==> src/rtl/symbol_packer_pkg.sv <==
// Shared types and constants for the symbol packer RX stage.
// Latency: n/a (declarations only).
// Backpressure: n/a.
package symbol_packer_pkg;

    // Modulation mode encodings used across the RX chain.
    typedef enum logic [1:0] {
        MODE_BPSK = 2'd0,
        MODE_QPSK = 2'd1,
        MODE_MIX  = 2'd2
    } mode_e;

    // Symbol bits are packed so the first received bit lands in bit 7.
    localparam bit AXIS_MSB_FIRST = 1'b1;

    localparam logic [3:0] BYTE_BITS = 4'd8;

    typedef enum logic {
        ST_RUN  = 1'b0,
        ST_TAIL = 1'b1
    } state_e;

    // Number of bits carried by one input beat: BPSK 1, QPSK 2.
    function automatic logic [3:0] sym_bits(input logic bpsk);
        return bpsk ? 4'd1 : 4'd2;
    endfunction

endpackage

==> src/rtl/symbol_packer_if.sv <==
// Stream bundle for symbol_packer: symbol input, packed byte output, frame status.
// Latency: n/a (wiring only).
// Backpressure: s_tready/m_tready carry AXIS valid-ready flow control.
// Ports: s_* = symbol stream from depacketizer, m_* = byte stream to DMA,
//        byte_cnt/frame_done = per-frame status from the packer.
interface symbol_packer_if #(
    parameter int IN_BYTES  = 1,
    parameter int CNT_WIDTH = 16
);
    logic [IN_BYTES*8-1:0]  s_tdata;
    logic                   s_tvalid;
    logic                   s_tready;
    logic                   s_tlast;
    logic                   s_tuser;

    logic [7:0]             m_tdata;
    logic                   m_tvalid;
    logic                   m_tready;
    logic                   m_tlast;
    logic [2:0]             m_pad;

    logic [CNT_WIDTH-1:0]   byte_cnt;
    logic                   frame_done;

    // Packer side.
    modport slave (
        input  s_tdata, s_tvalid, s_tlast, s_tuser, m_tready,
        output s_tready, m_tdata, m_tvalid, m_tlast, m_pad, byte_cnt, frame_done
    );

    // Environment side (upstream source + downstream sink).
    modport master (
        output s_tdata, s_tvalid, s_tlast, s_tuser, m_tready,
        input  s_tready, m_tdata, m_tvalid, m_tlast, m_pad, byte_cnt, frame_done
    );

endinterface

==> src/rtl/symbol_packer_axis_out_reg.sv <==
// Output register for the packed byte stream (data + last + pad) with AXIS hold.
// Latency: 1 cycle from load_i to vld_o.
// Backpressure: holds contents while vld_o & ~rdy_i; free_o allows reload on handshake.
// Ports: load_i/dat_i/last_i/pad_i = new byte, rdy_i = downstream ready,
//        vld_o/dat_o/last_o/pad_o = registered byte, free_o = may load this cycle.
module symbol_packer_axis_out_reg (
    input  logic       clk,
    input  logic       rst,
    input  logic       load_i,
    input  logic [7:0] dat_i,
    input  logic       last_i,
    input  logic [2:0] pad_i,
    input  logic       rdy_i,
    output logic       vld_o,
    output logic [7:0] dat_o,
    output logic       last_o,
    output logic [2:0] pad_o,
    output logic       free_o
);

    logic       vld_q,  vld_d;
    logic [7:0] dat_q,  dat_d;
    logic       last_q, last_d;
    logic [2:0] pad_q,  pad_d;

    // Register is free when empty or when its byte leaves this cycle.
    assign free_o = ~vld_q | rdy_i;

    always_comb begin
        vld_d  = vld_q;
        dat_d  = dat_q;
        last_d = last_q;
        pad_d  = pad_q;
        if (load_i) begin
            // A load in the handshake cycle replaces the departing byte.
            vld_d  = 1'b1;
            dat_d  = dat_i;
            last_d = last_i;
            pad_d  = pad_i;
        end else if (vld_q && rdy_i) begin
            vld_d  = 1'b0;
            last_d = 1'b0;
            pad_d  = 3'd0;
        end
    end

    always_ff @(posedge clk) begin
        if (rst) begin
            vld_q  <= 1'b0;
            dat_q  <= 8'd0;
            last_q <= 1'b0;
            pad_q  <= 3'd0;
        end else begin
            vld_q  <= vld_d;
            dat_q  <= dat_d;
            last_q <= last_d;
            pad_q  <= pad_d;
        end
    end

    assign vld_o  = vld_q;
    assign dat_o  = dat_q;
    assign last_o = last_q;
    assign pad_o  = pad_q;

endmodule

==> src/rtl/symbol_packer.sv <==
// Packs BPSK/QPSK symbols (1 or 2 bits per beat) MSB-first into bytes with frame pad/count.
// Latency: 1 cycle from the completing input beat to m_tvalid.
// Backpressure: s_tready = RUN & output register free; TAIL blocks input for one extra byte.
// Ports: clk, rst (sync, active-high); bus = symbol_packer_if.slave carrying
//        s_* input stream, m_* byte stream, byte_cnt and frame_done.
module symbol_packer
    import symbol_packer_pkg::*;
#(
    parameter int IN_BYTES  = 1,
    parameter int CNT_WIDTH = 16
) (
    input  logic                 clk,
    input  logic                 rst,
    symbol_packer_if.slave       bus
);

    state_e               state_q, state_d;
    logic [7:0]           acc_q,   acc_d;
    logic [3:0]           fill_q,  fill_d;
    logic [CNT_WIDTH-1:0] cnt_q,   cnt_d;
    logic                 done_q,  done_d;

    logic                 out_free;
    logic                 out_vld;
    logic                 out_last;
    logic                 load;
    logic [7:0]           ld_dat;
    logic                 ld_last;
    logic [2:0]           ld_pad;

    logic                 accept;
    logic [1:0]           sym;
    logic [8:0]           merged;
    logic [3:0]           new_fill;
    logic                 last_hs;
    logic [CNT_WIDTH-1:0] cnt_base;

    // Only s_tdata[1:0] carries the symbol.
    logic unused_upper;
    assign unused_upper = ^bus.s_tdata[IN_BYTES*8-1:2];

    assign bus.s_tready = (state_q == ST_RUN) && out_free;
    assign accept       = bus.s_tvalid && bus.s_tready;

    // BPSK uses s_tdata[1] only; left-align so both modes insert from the top.
    assign sym      = bus.s_tuser ? {bus.s_tdata[1], 1'b0} : bus.s_tdata[1:0];
    // 9-bit window: byte in [8:1], possible QPSK overflow bit in [0].
    assign merged   = {acc_q, 1'b0} | ({sym, 7'b0} >> fill_q);
    assign new_fill = fill_q + sym_bits(bus.s_tuser);

    always_comb begin
        state_d = state_q;
        acc_d   = acc_q;
        fill_d  = fill_q;
        load    = 1'b0;
        ld_dat  = merged[8:1];
        ld_last = 1'b0;
        ld_pad  = 3'd0;
        case (state_q)
            ST_RUN: begin
                if (accept) begin
                    if (new_fill == 4'd9) begin
                        // Full byte out now; the spill bit waits in acc[7].
                        load   = 1'b1;
                        acc_d  = {merged[0], 7'b0};
                        fill_d = 4'd1;
                        if (bus.s_tlast) begin
                            state_d = ST_TAIL;
                        end
                    end else if (bus.s_tlast) begin
                        load    = 1'b1;
                        ld_last = 1'b1;
                        ld_pad  = 3'(BYTE_BITS - new_fill);
                        acc_d   = 8'd0;
                        fill_d  = 4'd0;
                    end else if (new_fill == BYTE_BITS) begin
                        load   = 1'b1;
                        acc_d  = 8'd0;
                        fill_d = 4'd0;
                    end else begin
                        acc_d  = merged[8:1];
                        fill_d = new_fill;
                    end
                end
            end
            ST_TAIL: begin
                // Flush the single spill bit once the full byte has left.
                if (out_free) begin
                    load    = 1'b1;
                    ld_dat  = {acc_q[7], 7'b0};
                    ld_last = 1'b1;
                    ld_pad  = 3'd7;
                    acc_d   = 8'd0;
                    fill_d  = 4'd0;
                    state_d = ST_RUN;
                end
            end
            default: state_d = ST_RUN;
        endcase
    end

    // Frame end clears the count, so a byte loaded in the same cycle counts as 1.
    assign last_hs  = out_vld && bus.m_tready && out_last;
    assign cnt_base = last_hs ? '0 : cnt_q;

    always_comb begin
        cnt_d = cnt_base;
        if (load && (cnt_base != '1)) begin
            cnt_d = cnt_base + {{(CNT_WIDTH-1){1'b0}}, 1'b1};
        end
        done_d = last_hs;
    end

    always_ff @(posedge clk) begin
        if (rst) begin
            state_q <= ST_RUN;
            acc_q   <= 8'd0;
            fill_q  <= 4'd0;
            cnt_q   <= '0;
            done_q  <= 1'b0;
        end else begin
            state_q <= state_d;
            acc_q   <= acc_d;
            fill_q  <= fill_d;
            cnt_q   <= cnt_d;
            done_q  <= done_d;
        end
    end

    symbol_packer_axis_out_reg u_out (
        .clk    (clk),
        .rst    (rst),
        .load_i (load),
        .dat_i  (ld_dat),
        .last_i (ld_last),
        .pad_i  (ld_pad),
        .rdy_i  (bus.m_tready),
        .vld_o  (out_vld),
        .dat_o  (bus.m_tdata),
        .last_o (out_last),
        .pad_o  (bus.m_pad),
        .free_o (out_free)
    );

    assign bus.m_tvalid   = out_vld;
    assign bus.m_tlast    = out_last;
    assign bus.byte_cnt   = cnt_q;
    assign bus.frame_done = done_q;

endmodule

==> src/flat_wrapper.sv <==
// flat-port wrapper written by rule: the top's interface ports become plain ports
module symbol_packer_flat import symbol_packer_pkg::*;
#(
    parameter int IN_BYTES  = 1,
    parameter int CNT_WIDTH = 16
)
  (clk, rst, bus_s_tdata, bus_s_tvalid, bus_s_tlast, bus_s_tuser, bus_m_tready, bus_s_tready, bus_m_tdata, bus_m_tvalid, bus_m_tlast, bus_m_pad, bus_byte_cnt, bus_frame_done);
  symbol_packer_if #(.IN_BYTES(IN_BYTES), .CNT_WIDTH(CNT_WIDTH)) bus_i ();
  input  logic clk;
  input  logic rst;
  input wire logic [$bits(bus_i.s_tdata)-1:0] bus_s_tdata;
  input wire logic [$bits(bus_i.s_tvalid)-1:0] bus_s_tvalid;
  input wire logic [$bits(bus_i.s_tlast)-1:0] bus_s_tlast;
  input wire logic [$bits(bus_i.s_tuser)-1:0] bus_s_tuser;
  input wire logic [$bits(bus_i.m_tready)-1:0] bus_m_tready;
  output wire logic [$bits(bus_i.s_tready)-1:0] bus_s_tready;
  output wire logic [$bits(bus_i.m_tdata)-1:0] bus_m_tdata;
  output wire logic [$bits(bus_i.m_tvalid)-1:0] bus_m_tvalid;
  output wire logic [$bits(bus_i.m_tlast)-1:0] bus_m_tlast;
  output wire logic [$bits(bus_i.m_pad)-1:0] bus_m_pad;
  output wire logic [$bits(bus_i.byte_cnt)-1:0] bus_byte_cnt;
  output wire logic [$bits(bus_i.frame_done)-1:0] bus_frame_done;
  assign bus_i.s_tdata = bus_s_tdata;
  assign bus_i.s_tvalid = bus_s_tvalid;
  assign bus_i.s_tlast = bus_s_tlast;
  assign bus_i.s_tuser = bus_s_tuser;
  assign bus_i.m_tready = bus_m_tready;
  assign bus_s_tready = bus_i.s_tready;
  assign bus_m_tdata = bus_i.m_tdata;
  assign bus_m_tvalid = bus_i.m_tvalid;
  assign bus_m_tlast = bus_i.m_tlast;
  assign bus_m_pad = bus_i.m_pad;
  assign bus_byte_cnt = bus_i.byte_cnt;
  assign bus_frame_done = bus_i.frame_done;
  symbol_packer #(.IN_BYTES(IN_BYTES), .CNT_WIDTH(CNT_WIDTH)) u_core (.clk(clk), .rst(rst), .bus(bus_i));
endmodule
==> config.mk <==
export PLATFORM = sky130hd
export DESIGN_NAME = symbol_packer_flat
export DESIGN_NICKNAME = d
export VERILOG_FILES = /design/src/rtl/symbol_packer_pkg.sv /design/src/rtl/symbol_packer_if.sv /design/src/rtl/symbol_packer_axis_out_reg.sv /design/src/rtl/symbol_packer.sv /design/src/flat_wrapper.sv
export SDC_FILE = /design/constraint.sdc
export NUM_CORES = 1
export LEC_CHECK = 0
export CAP_MARGIN = 15
export CORE_MARGIN = 8
export CORE_UTILIZATION = 40
export CTS_BUF_LIST = sky130_fd_sc_hd__clkbuf_16
export CTS_CLUSTER_SIZE = 30
export DETAILED_ROUTE_END_ITERATION = 8
export GPL_ROUTABILITY_DRIVEN = 0
export PLACE_DENSITY = 0.77
export SETUP_SLACK_MARGIN = 0.4
export SYNTH_ARGS = -nofsm -noshare
export SYNTH_HDL_FRONTEND = slang
export SYNTH_SLANG_ARGS = --single-unit
==> constraint.sdc <==
create_clock -name clk -period 2.61 [get_ports clk]
set_input_delay 0.522 -clock clk [delete_from_list [all_inputs] [get_ports clk]]
set_output_delay 0.522 -clock clk [all_outputs]
set_load 0.05 [all_outputs]
# == Yosys cells after proc, flatten, opt, wreduce, memory -nomap -nowiden ==
# Index checks and enable logic that the tools add are counted.
# word_totals
reg_bits,43
in_bits,14
output_inout_bits,31
# op_classes
n_bitwise,4
n_eq_ne,5
add_sub_neg,3
muxes,42
n_reduce_logical,7
n_shift,1
# ops
operator,n
8-bit 2-to-1 mux,7
16-bit 2-to-1 mux,2
4-bit 2-to-1 mux,5
3-bit 2-to-1 mux,6
16-bit by 1-bit adder with 16-bit output (second input constant),1
16-bit inequality test (second input constant),1
8-bit case mux with 2 select lines,1
1-bit 2-to-1 mux,15
9-bit OR,1
9-bit by 4-bit right shift with 9-bit output,1
4-bit equality test (second input constant),2
4-bit case mux with 2 select lines,1
1-bit case mux with 2 select lines,3
3-bit case mux with 2 select lines,1
1-bit logical AND,5
4-bit by 2-bit adder with 4-bit output,1
1-bit by 3-bit subtractor with 3-bit output (first input constant),1
2-bit 2-to-1 mux,1
2-bit by 1-bit inequality test with 1-bit output (second input constant),1
2-bit inequality test (second input constant),1
1-bit NOT,2
2-bit AND reduction,1
2-bit nonzero test,1
1-bit OR,1

# == Depth between registers and ports, before layout ==
# depth
word_depth,10
ltp_mapped,9
depth_no_buf,9

# == By module ==
# Synthesis repeated with hierarchy kept, for this count alone.
# hier_totals
cells_unflattened,287
area_unflattened_um2,2263.4
# by_module_without_submodules
module,cells_each,instances,area_each_um2
symbol_packer,240,1,1803.0
symbol_packer_axis_out_reg,47,1,460.4

# == Worst setup path after synthesis ==
# Ideal clock, no wire load.
# synth_timing
path_kind,register to register
start,register u_core.u_out.vld_q (netlist: u_core.u_out.vld_o)
end,register u_core.cnt_q[11] (netlist: u_core.bus.byte_cnt[11])
n_path_buf,1
synth_period_minus_slack_ns,2.693
stages_incl_launch_ff,10
setup_time_ns,0.123
t_arrival_ns,2.570
setup_slack_ns,-0.083
path_cell_list,dfxtp_1 > nand3_1 > clkbuf_1 > and2_1 > ha_1 > nand3_1 > nor4_1 > or4b_1 > nor3_2 > mux2_1
# synth_via
elab_chain_cells,8
# synth_lines
item,line,rtl
"start, declared",symbol_packer_axis_out_reg.sv:21,"logic vld_q, vld_d;"
"start signal, assigned",symbol_packer_axis_out_reg.sv:54,vld_q <= vld_d;
branches (longest 7 deep; another with 16-bit by 1-bit adder with 16-bit output),n/a,
16-bit 2-to-1 mux *,symbol_packer.sv:108,if (load && (cnt_base != '1)) begin
"end signal, assigned",symbol_packer.sv:125,cnt_q <= cnt_d;
"end, declared",symbol_packer.sv:20,"logic [CNT_WIDTH-1:0] cnt_q, cnt_d;"
# Every way passes the cells marked *.
# A chain may end at the register's enable or synchronous reset.

# == Final worst setup path ==
# layout_timing
start,register u_core.fill_q[0]
end,register u_core.cnt_q[11] (netlist: u_core.bus.byte_cnt[11])
# layout_via
elab_chain_cells,9
# layout_lines
item,line,rtl
"start, declared",symbol_packer.sv:19,"logic [3:0] fill_q, fill_d;"
"start signal, assigned",symbol_packer.sv:124,fill_q <= fill_d;
4-bit by 2-bit adder with 4-bit output *,symbol_packer.sv:49,assign new_fill = fill_q + sym_bits(bus.s_tuser);
4-bit equality test,symbol_packer.sv:76,end else if (new_fill == BYTE_BITS) begin
1-bit 2-to-1 mux,symbol_packer.sv:76,
1-bit 2-to-1 mux,symbol_packer.sv:70,end else if (bus.s_tlast) begin
1-bit 2-to-1 mux *,symbol_packer.sv:62,if (new_fill == 4'd9) begin
1-bit 2-to-1 mux *,symbol_packer.sv:61,if (accept) begin
1-bit case mux with 2 select lines *,symbol_packer.sv:59,case (state_q)
1-bit logical AND *,symbol_packer.sv:108,
16-bit 2-to-1 mux *,symbol_packer.sv:108,
# Mark *: on every way between the ends. The rest lies on a longest branch, timed or not.

==> reports/summary.txt <==
pin count of the biggest net entering global routing -> 24
cell with the most instances on the worst path -> ha_4
synthesized area per cell -> 8.33 µm²
global-route congestion overflow total -> 0
share of cells above drive strength 1 -> 25.9%
cell chain of the critical path -> ha_4 > fa_1 > inv_2 > ha_4 > o22a_4 > a211oi_4 > buf_6 > nor3_4 > mux2_4
CTS Hold Buffers Added -> 0
outcome -> completed
final number of hold-violating endpoints -> 0
remaining antenna violation count -> 0
global routing usage summed across all routing layers -> 16.9%
via density per instance -> 5.73
CP Class -> reg2reg
slack of the worst reg-to-reg path -> 0.10 ns
switching power -> 0.000448 W
Power Internal -> 0.00134 W
source-to-sink clock delay at the later pin of the worst-skew pair -> 0.28 ns
Crit-path slowest cell -> fa_1
synthesis-to-finish area growth -> 43.9%
number of synthesis warnings -> 0
Pwr per Cell Area -> 494 nW/µm²
detailed-placement wirelength estimate -> 5.45 mm
buffer depth of the longest clock path -> 2
total number of nets in the final design -> 394
cell type with the highest aggregate area in the netlist -> dfxtp_1
Post-synth ARST share -> 0%
effective utilization at floorplan -> 40.6%
largest cells by area after synthesis -> dfxtp_1 (34%), mux2i_1 (5.2%), nand2_1 (3.7%), nor2_1 (3.3%), nand3_1 (3.2%)
VDD IR-drop max -> 0.330 mV
total routed wirelength -> 7.55 mm
Fmax -> 399 MHz
Fin Setup TNS -> 0 ns
Final period util -> 96.1%
largest fanout on the critical path -> 4
post-place instance area -> 3250 µm²
Antenna diodes -> 0
clock slew at reported path FFs -> 0.06 ns
# port buffers -> 38
first-pass GRT wire length -> 12.5 mm
post-route cell area -> 3620 µm²
cell count along the critical path -> 9
Die H -> 95.3 µm
cts bufs inserted -> 5
number of flops mapped to enable cells by yosys -> 0
synthesis-stage register bit count -> 43
Logic pwr share -> 16.2%
CP startpoint kind -> flop
Min Clock Period, post-route -> 2.51 ns
class of the worst hold path -> reg2reg
flip-flop cell with the highest count after synthesis -> dfxtp_1
overall power after layout -> 0.00179 W
drt wl/cell -> 16.7 µm
root buf cell -> clkbuf_16
part of the power in registers -> 38.2%
DRT iter0 DRCs -> 128
# IOs -> 45
worst path buffer plus inverter count -> 2
worst clock skew -> 0.00435 ns
number of sinks on the clock net -> 43
type of destination of the critical path -> flop
count of different cell masters after synthesis -> 63
Hold Startpoint -> u_core.u_out.dat_o[0]
worst setup path startpoint -> u_core.fill_q[0]
summed instance area of the synthesized netlist -> 2520 µm²
setup violators final -> 0
number of levels the H-tree was split into -> 2
Worst Path Required -> 2.78 ns
r2r startpoint -> u_core.fill_q[0]
unrepaired setup endpoints after global routing -> yes
Reg2Reg Capture Point -> u_core.bus.byte_cnt[11]
number of placement rows -> 29
via count of the first global-routing pass -> 2,543
nets in the synthesized netlist -> 322
Post-synth top cells -> dfxtp_1 (43), nand2_1 (25), nor2_1 (22)
detailed-routing iteration count for the pre-antenna-repair pass -> 4
number of antenna violations at the first check in global routing -> 0
switching power share of the total -> 25.1%
share of the synthesized area in the top cell type -> 34.2%
cell depth of the worst min-delay path -> 2
die span in x -> 95.3 µm
critical path arrival -> 2.68 ns
residual DRC count -> 0
transition time of the tightest slew-check pin -> 0.793 ns
CTS tree -> built
number of cells produced by synthesis -> 302
capture endpoint of the worst hold path -> u_core.u_out.dat_o[0]
slew margin rel. -> 47.1%
delay of the slowest critical-path stage -> 0.52 ns
family of cells with the greatest summed delay on the critical path -> adder cells
leakage power total -> 1.34 nW
part of the total power dissipated in the clock network -> 45.6%
max-cap violation count -> 0
placeable core region -> 6200 µm²
number of max-slew violations in the final report -> 0
Seq/Total Area, Yosys -> 34.2%
number of vias in the routed layout -> 2,588
cells on worst reg2reg path -> 9
most frequent cell after synthesis -> dfxtp_1
Total Die Area -> 9080 µm²
-- cells by family (layout without fill, tap and decap cells) --
logic type / Yosys count / after routing / synth area share [%]
xor gates and xnor gates: 2 / 2 / 0.696
adders and majority gates: 6 / 6 / 3.28
buffers and inverters: 28 / 101 / 4.72
AOI/OAI and AO/OA: 71 / 71 / 20.2
DFF: 43 / 43 / 34.2
muxes: 17 / 17 / 7.11
and+or+nand+nor: 135 / 135 / 29.7
-- routing by layer --
metal	track usage (%)	vias to the layer above	routed length, µm
met1	20.4	1252	3200
met3	3.07	7	394
met4	4.29	0	65
met5	0	-	0
met2	30.0	65	3890
li1	-	1264	-
-- repair_timing --
item / 4_1_cts / 5_1_grt
endpoints found under the setup margin: 41 / 41
gates resized for setup: 37 / 4
buffers inserted: 6 / 2
pin swaps: 18 / 3
-- tightest hold or removal path: cells and delay by family (launching register included) --
family	cells	cell delay [ns]
flip-flops	1	0.32
AO/OA/AOI/OAI	2	0.10
-- layout by cell type, fill, tap and decap left out, types with 6 or more instances in the layout --
| master | netlist | routed |
|---|---|---|
| mux2i_1 | 13 | 13 |
| nand2_1 | 25 | 25 |
| a21oi_1 | 15 | 14 |
| nand4_1 | 6 | 6 |
| nor4_1 | 6 | 6 |
| nor2_1 | 22 | 21 |
| dfxtp_1 | 43 | 40 |
| buf_6 | 1 | 7 |
| buf_4 | 0 | 39 |
| a31oi_1 | 6 | 6 |
| inv_1 | 10 | 9 |
| or3_1 | 7 | 7 |
| clkdlybuf4s50_1 | 0 | 35 |
| nor3_1 | 9 | 8 |
| and3_1 | 6 | 6 |
| nand3_1 | 16 | 14 |
| o21ai_0 | 13 | 9 |
-- power by group through the flow --
stage	clock (W)	combinational, W	sequential [W]
floorplan	0	0.000122	0.000733
global placement	0	0.000248	0.000697
detailed placement	0	0.000255	0.000697
CTS	0.000821	0.000281	0.000684
global route	0.000862	0.000311	0.000685
finish	0.000816	0.000291	0.000684
-- sequential cells by signal, indices dropped and copies added (netlist names), 3 cells and up --
register	count
u_core.u_out.dat_o	8
u_core.u_out.pad_o	3
u_core.fill_q	4
u_core.bus.byte_cnt	16
u_core.acc_q	8
-- layout make-up --
type,count,area (µm²)
clock buffer,5,125
multi-input combinational,231,1680
sequential,43,865
timing repair buffer,83,751
inverter,10,37.5
clock inverter,3,67.6
tap,77,96.3
fill,523,2580
-- worst max path at each step --
stage	to	slack (ns)
global route	u_core.bus.byte_cnt[11]	0.06
finish	u_core.bus.byte_cnt[11]	0.10
CTS	u_core.bus.byte_cnt[11]	0.15
global placement	u_core.bus.byte_cnt[9]	-0.62
detailed placement	u_core.bus.byte_cnt[6]	-0.74
floorplan	u_core.bus.byte_cnt[11]	-0.03
-- stage by stage --
step	cells	setup WS (ns)	hold slack, ns	utilization [%]
6_report	452	0.103	0.471	58.4
4_1_cts	450	0.153	0.475	57.9
2_1_floorplan	302	-0.0319	0.453	-
5_1_grt	452	0.0552	0.496	58.4
3_3_place_gp	436	-0.621	0.467	52.4
3_5_place_dp	436	-0.736	0.469	52.4
(Power assumes the default switching activity.)
